## src/rtl/m68k_bus_ctrl.sv

```systemverilog
// rtl/m68k_bus_ctrl.sv - M68K bus-cycle DTACK generator with SDRAM-backed program ROM reads
// Ports:
//   clk, reset        clock; synchronous active-high reset
//   cpu_as_n          68K address strobe (active low)
//   cpu_rw            1 = read, 0 = write
//   cpu_a             word address A23..A1
//   prog_rom_cs       chip select: program ROM
//   ram_cs            chip select: work RAM
//   shared_ram_cs     chip select: shared RAM
//   pal_cs            chip select: either palette
//   io_cs             chip select: any register
//   rom_ack/rom_data  one-cycle SDRAM completion pulse and its read word
//   cpu_dtack_n       DTACK to the CPU
//   rom_req/rom_addr  level request to SDRAM and the word address latched with it
//   rom_dout          latched ROM word, valid while DTACK is low
//   rom_timeout       sticky flag: a ROM read was force-acknowledged
module m68k_bus_ctrl #(
   parameter int RAM_WAIT    = 2,
   parameter int PAL_WAIT    = 3,
   parameter int IO_WAIT     = 1,
   parameter int OPEN_WAIT   = 4,
   parameter int ROM_TIMEOUT = 255
) (
   input  logic        clk,
   input  logic        reset,
   input  logic        cpu_as_n,
   input  logic        cpu_rw,
   input  logic [22:0] cpu_a,
   input  logic        prog_rom_cs,
   input  logic        ram_cs,
   input  logic        shared_ram_cs,
   input  logic        pal_cs,
   input  logic        io_cs,
   input  logic        rom_ack,
   input  logic [15:0] rom_data,
   output logic        cpu_dtack_n,
   output logic        rom_req,
   output logic [22:0] rom_addr,
   output logic [15:0] rom_dout,
   output logic        rom_timeout
);

   localparam logic [2:0] ST_SYNC     = 3'd0;
   localparam logic [2:0] ST_IDLE     = 3'd1;
   localparam logic [2:0] ST_SETTLE   = 3'd2;
   localparam logic [2:0] ST_ROM_WAIT = 3'd3;
   localparam logic [2:0] ST_COUNT    = 3'd4;
   localparam logic [2:0] ST_ACK      = 3'd5;

   localparam int TO_W = $clog2(ROM_TIMEOUT + 1);

   // The cycle-start and SETTLE cycles already account for two of the N
   // wait cycles, so the counter is loaded with N-2 (clamped at 0).
   function automatic logic [3:0] wait_load(input int n);
      if (n <= 2) wait_load = 4'd0;
      else        wait_load = 4'(n - 2);
   endfunction

   localparam logic [3:0]      RAM_LOAD  = wait_load(RAM_WAIT);
   localparam logic [3:0]      PAL_LOAD  = wait_load(PAL_WAIT);
   localparam logic [3:0]      IO_LOAD   = wait_load(IO_WAIT);
   localparam logic [3:0]      OPEN_LOAD = wait_load(OPEN_WAIT);
   localparam logic [TO_W-1:0] TO_LAST   = TO_W'(ROM_TIMEOUT - 1);

   logic [2:0]      state_q, state_d;
   logic [3:0]      wcnt_q, wcnt_d;
   logic [TO_W-1:0] tcnt_q, tcnt_d;
   logic            dtack_n_q, dtack_n_d;
   logic            rom_req_q, rom_req_d;
   logic [22:0]     rom_addr_q, rom_addr_d;
   logic [15:0]     rom_dout_q, rom_dout_d;
   logic            rom_timeout_q, rom_timeout_d;

   always_comb begin
      state_d       = state_q;
      wcnt_d        = wcnt_q;
      tcnt_d        = tcnt_q;
      dtack_n_d     = dtack_n_q;
      rom_req_d     = rom_req_q;
      rom_addr_d    = rom_addr_q;
      rom_dout_d    = rom_dout_q;
      rom_timeout_d = rom_timeout_q;

      case (state_q)
         // A strobe already low when reset releases belongs to a cycle we
         // never saw start, so wait for it to end first.
         ST_SYNC: begin
            if (cpu_as_n) state_d = ST_IDLE;
         end

         ST_IDLE: begin
            if (!cpu_as_n) state_d = ST_SETTLE;
         end

         ST_SETTLE: begin
            if (cpu_as_n) begin
               state_d = ST_IDLE;
            end else if (prog_rom_cs && cpu_rw) begin
               rom_req_d  = 1'b1;
               rom_addr_d = cpu_a;
               tcnt_d     = '0;
               state_d    = ST_ROM_WAIT;
            end else begin
               // A ROM write falls through to the open-bus timing.
               state_d = ST_COUNT;
               if (prog_rom_cs)                  wcnt_d = OPEN_LOAD;
               else if (ram_cs || shared_ram_cs) wcnt_d = RAM_LOAD;
               else if (pal_cs)                  wcnt_d = PAL_LOAD;
               else if (io_cs)                   wcnt_d = IO_LOAD;
               else                              wcnt_d = OPEN_LOAD;
            end
         end

         // DTACK is dropped on the edge that enters ACK so that the latency
         // counted from cycle start is exactly the region's wait count.
         ST_ROM_WAIT: begin
            if (cpu_as_n) begin
               rom_req_d = 1'b0;
               state_d   = ST_IDLE;
            end else if (rom_ack) begin
               rom_req_d  = 1'b0;
               rom_dout_d = rom_data;
               dtack_n_d  = 1'b0;
               state_d    = ST_ACK;
            end else if (tcnt_q == TO_LAST) begin
               rom_req_d     = 1'b0;
               rom_dout_d    = 16'hFFFF;
               rom_timeout_d = 1'b1;
               dtack_n_d     = 1'b0;
               state_d       = ST_ACK;
            end else if (tcnt_q != '1) begin
               tcnt_d = tcnt_q + TO_W'(1);
            end
         end

         ST_COUNT: begin
            if (cpu_as_n) begin
               state_d = ST_IDLE;
            end else if (wcnt_q == 4'd0) begin
               dtack_n_d = 1'b0;
               state_d   = ST_ACK;
            end else begin
               wcnt_d = wcnt_q - 4'd1;
            end
         end

         ST_ACK: begin
            if (cpu_as_n) begin
               dtack_n_d = 1'b1;
               state_d   = ST_IDLE;
            end
         end

         default: state_d = ST_SYNC;
      endcase
   end

   always_ff @(posedge clk) begin
      if (reset) begin
         state_q       <= ST_SYNC;
         wcnt_q        <= 4'd0;
         tcnt_q        <= '0;
         dtack_n_q     <= 1'b1;
         rom_req_q     <= 1'b0;
         rom_addr_q    <= 23'd0;
         rom_dout_q    <= 16'hFFFF;
         rom_timeout_q <= 1'b0;
      end else begin
         state_q       <= state_d;
         wcnt_q        <= wcnt_d;
         tcnt_q        <= tcnt_d;
         dtack_n_q     <= dtack_n_d;
         rom_req_q     <= rom_req_d;
         rom_addr_q    <= rom_addr_d;
         rom_dout_q    <= rom_dout_d;
         rom_timeout_q <= rom_timeout_d;
      end
   end

   assign cpu_dtack_n = dtack_n_q;
   assign rom_req     = rom_req_q;
   assign rom_addr    = rom_addr_q;
   assign rom_dout    = rom_dout_q;
   assign rom_timeout = rom_timeout_q;

endmodule

```

## config.mk

```make
export PLATFORM = sky130hd
export DESIGN_NAME = m68k_bus_ctrl
export DESIGN_NICKNAME = d
export VERILOG_FILES = /design/src/rtl/m68k_bus_ctrl.sv
export SDC_FILE = /design/constraint.sdc
export NUM_CORES = 1
export LEC_CHECK = 0
export CORE_AREA = 8 8 81 83
export CTS_BUF_LIST = sky130_fd_sc_hd__clkbuf_4
export CTS_CLUSTER_DIAMETER = 60
export DETAILED_ROUTE_END_ITERATION = 16
export DIE_AREA = 0 0 89 91
export GPL_ROUTABILITY_DRIVEN = 0
export GPL_TIMING_DRIVEN = 0
export HOLD_SLACK_MARGIN = 0.03
export PLACE_DENSITY = 0.86
export SYNTH_ARGS = -nofsm -noshare
export SYNTH_HDL_FRONTEND = slang
export SYNTH_SLANG_ARGS = --single-unit
```

## constraint.sdc

```tcl
create_clock -name clk -period 3.4 [get_ports clk]
set_input_delay 0.34 -clock clk [delete_from_list [all_inputs] [get_ports clk]]
set_output_delay 0.34 -clock clk [all_outputs]
set_load 0.01 [all_outputs]
```

==> impl_metrics.tcl <==
set metrics [dict create \
    hold_depth 2 \
    maxCapViolations 0 \
    antenna_found_initial 0 \
    reg2reg_depth 6 \
    numPortBuffers 89 \
    hold_class "register to register" \
    path_max_fanout 5 \
    io_pins 91 \
    syn_inst 314 \
    cts_resized 0 \
    cts_buffers 9 \
    ys_warn_count 0 \
    ant_nets 0 \
    synthArstFlopShare 0 \
    postCtsSetupRepairBufs 0 \
    cp.required_ps 3670 \
    ctsHtreeMaxLevel 3 \
    drt-wirelength-per-cell_um 14.8 \
    clockRootBuffer "clkbuf_4" \
    diodes 0 \
    clk_pin_slew_ps 100 \
    cellPowerDensity_mw_per_mm2 353 \
    ys_seq_elements 57 \
    r2r-start "tcnt_q[0]" \
    grt_use_met3 0.0775 \
    grt_busiest_layer "met2" \
    synth_edf_count 0 \
    grt_use_met1 0.216 \
    p_leak_nw 1.30 \
    crit_path_end_kind "register" \
    use_met2 0.301 \
    stdcell_area_mm2 0.00366 \
    drive_above_1_share 0.0644 \
    ys_seq_area_frac 0.448 \
    relSlewSlack 0.582 \
    final_nets 466 \
    cts_tree "yes" \
    grt_pass1_vias 2575 \
    finalSetupViolCount 0 \
    grt_use_total 0.187 \
    fin_skew_ps 12.7 \
    irDropWorstVdd_v 0.000205 \
    die_width_um 89 \
    crit_start "tcnt_q[0]" \
    status "completed" \
    rr_endpoint "state_q[0]" \
    clkSinkCount 57 \
    grt_max_degree 11 \
    fmax_mhz 489 \
    postCtsHoldBufs 0 \
    start_util 0.477 \
    syn-cell-area_mm2 0.00254 \
    finalHoldViolations 0 \
    fin_crit_sh 0.601 \
    placementRows 27 \
    dp.cells 475 \
    r2r_slack_ps 1360 \
    clk_latency_ps 380 \
    rsz0062_at_grt "no" \
    area_growth_pct 43.8 \
    cp.arrival_ps 2310 \
    min_period_ps 2040 \
    placed_area_mm2 0.00353 \
    drt-pass1-iter-count 4 \
    wirelength_um 7290 \
    num_vias 2632 \
    clockBufferDepth 2 \
    grt-ovfl-total 0 \
    worst_pin_slew_ps 624 \
    drt_iter0_markers 151 \
    power_mw 1.29 \
    grt_pass1_wl_um 12000 \
    drc 0 \
    syn_avg_cell_area_um2 8.10 \
    dieArea_mm2 0.00810 \
    timing.setup.tns_ps 0 \
    core_area_mm2 0.00534 \
    hpwlAfterDp_um 5530 \
    drv_slew 0 \
    setup.worst_path.end "state_q[0]" \
    die_h_um 91 \
    stdcell_count 491 \
    vias_per_cell 5.36 \
    worstSetupPathType "register to register" \
    critPathLaunchType "register" \
    ys.flop_type "dfxtp_1" \
    synth_cell_types 47 \
    synth_fp_nets 366 \
]
==> logic make-up after synthesis <==
family | Yosys count | synth area share
simple gates | 122 | 0.246
compound gates | 99 | 0.228
flops | 57 | 0.448
buf+inv | 29 | 0.0467
mux | 4 | 0.0157
fa+ha+maj | 3 | 0.0148
==> Yosys cell counts, drive strengths merged, types with 4 or more instances <==
master,instances,share of area
a21oi,50,0.098
o21ai,23,0.045
dfxtp,57,0.45
nand2b,4,0.013
o31ai,5,0.015
inv,9,0.013
buf,6,0.013
clkbuf,14,0.021
a211oi,4,0.012
mux2i,4,0.016
or4,6,0.018
nand2,59,0.087
and2,6,0.015
nor2,20,0.029
nor3b,4,0.014
==> worst min path at each step <==
| stage | end | slack, ps | startpoint |
|---|---|---|---|
| floorplan | tcnt_q[6] | 450 | tcnt_q[6] |
| global placement | rom_addr[2] | 440 | rom_addr[2] |
| detailed placement | rom_addr[0] | 450 | rom_addr[0] |
| CTS | rom_addr[20] | 460 | rom_addr[20] |
| global route | rom_addr[8] | 480 | rom_addr[8] |
| finish | rom_addr[0] | 460 | rom_addr[0] |
==> power by group <==
group          internal (mW)  leakage (nW)  total [mW]  switching, mW
clock                  0.229        0.0780       0.482          0.253
sequential             0.673         0.460       0.678        0.00474
combinational         0.0750         0.761       0.133         0.0578
total                  0.977          1.30        1.29          0.316
==> final cells by class <==
type	instances	area [µm²]
Sequential cell	57	1140
Inverter	9	33.8
Clock inverter	6	57.6
Buffer	20	85.1
Multi-Input combinational cell	228	1280
Fill cell	447	1680
Timing Repair Buffer	89	891
Tap cell	72	90.1
Clock buffer	10	75.1
==> metrics by stage <==
| step | util | setup WS (ps) | hold slack, ps |
|---|---|---|---|
| 3_5_place_dp | 0.661 | 989 | 445 |
| 4_1_cts | 0.685 | 1350 | 460 |
| 6_report | 0.685 | 1360 | 459 |
| 3_3_place_gp | 0.661 | 1100 | 441 |
| 5_1_grt | 0.685 | 1160 | 481 |
| 2_1_floorplan | - | 1680 | 447 |
==> layer usage <==
metal	vias to the layer above	part of all wire
met4	0	0.0089
li1	1313	-
met3	7	0.10
met5	-	0
met2	86	0.48
met1	1226	0.41
==> cells in the final DEF (no fill, tap or decap), types with 6 or more instances in the layout <==
cell type	instances
or4_1	6
clkbuf_1	14
nor2_1	20
o21ai_0	23
clkdlybuf4s50_1	89
nand2_1	59
dfxtp_1	57
inv_1	9
clkbuf_4	10
a21oi_1	50
==> worst max-delay path, stage by stage, from the launching register on <==
cell and delay (ps):
dfxtp_1 430, inv_1 90, ha_1 240, and4_1 250, a211oi_1 570, o221a_2 300, a211oi_1 40
==> registers in the layout, indices dropped and copies added, names as in the netlist <==
register     cells
rom_dout        16
rom_addr        23
rom_req          1
state_q          3
wcnt_q           4
cpu_dtack_n      1
tcnt_q           8
rom_timeout      1
Power figures use the tool's default switching activity.
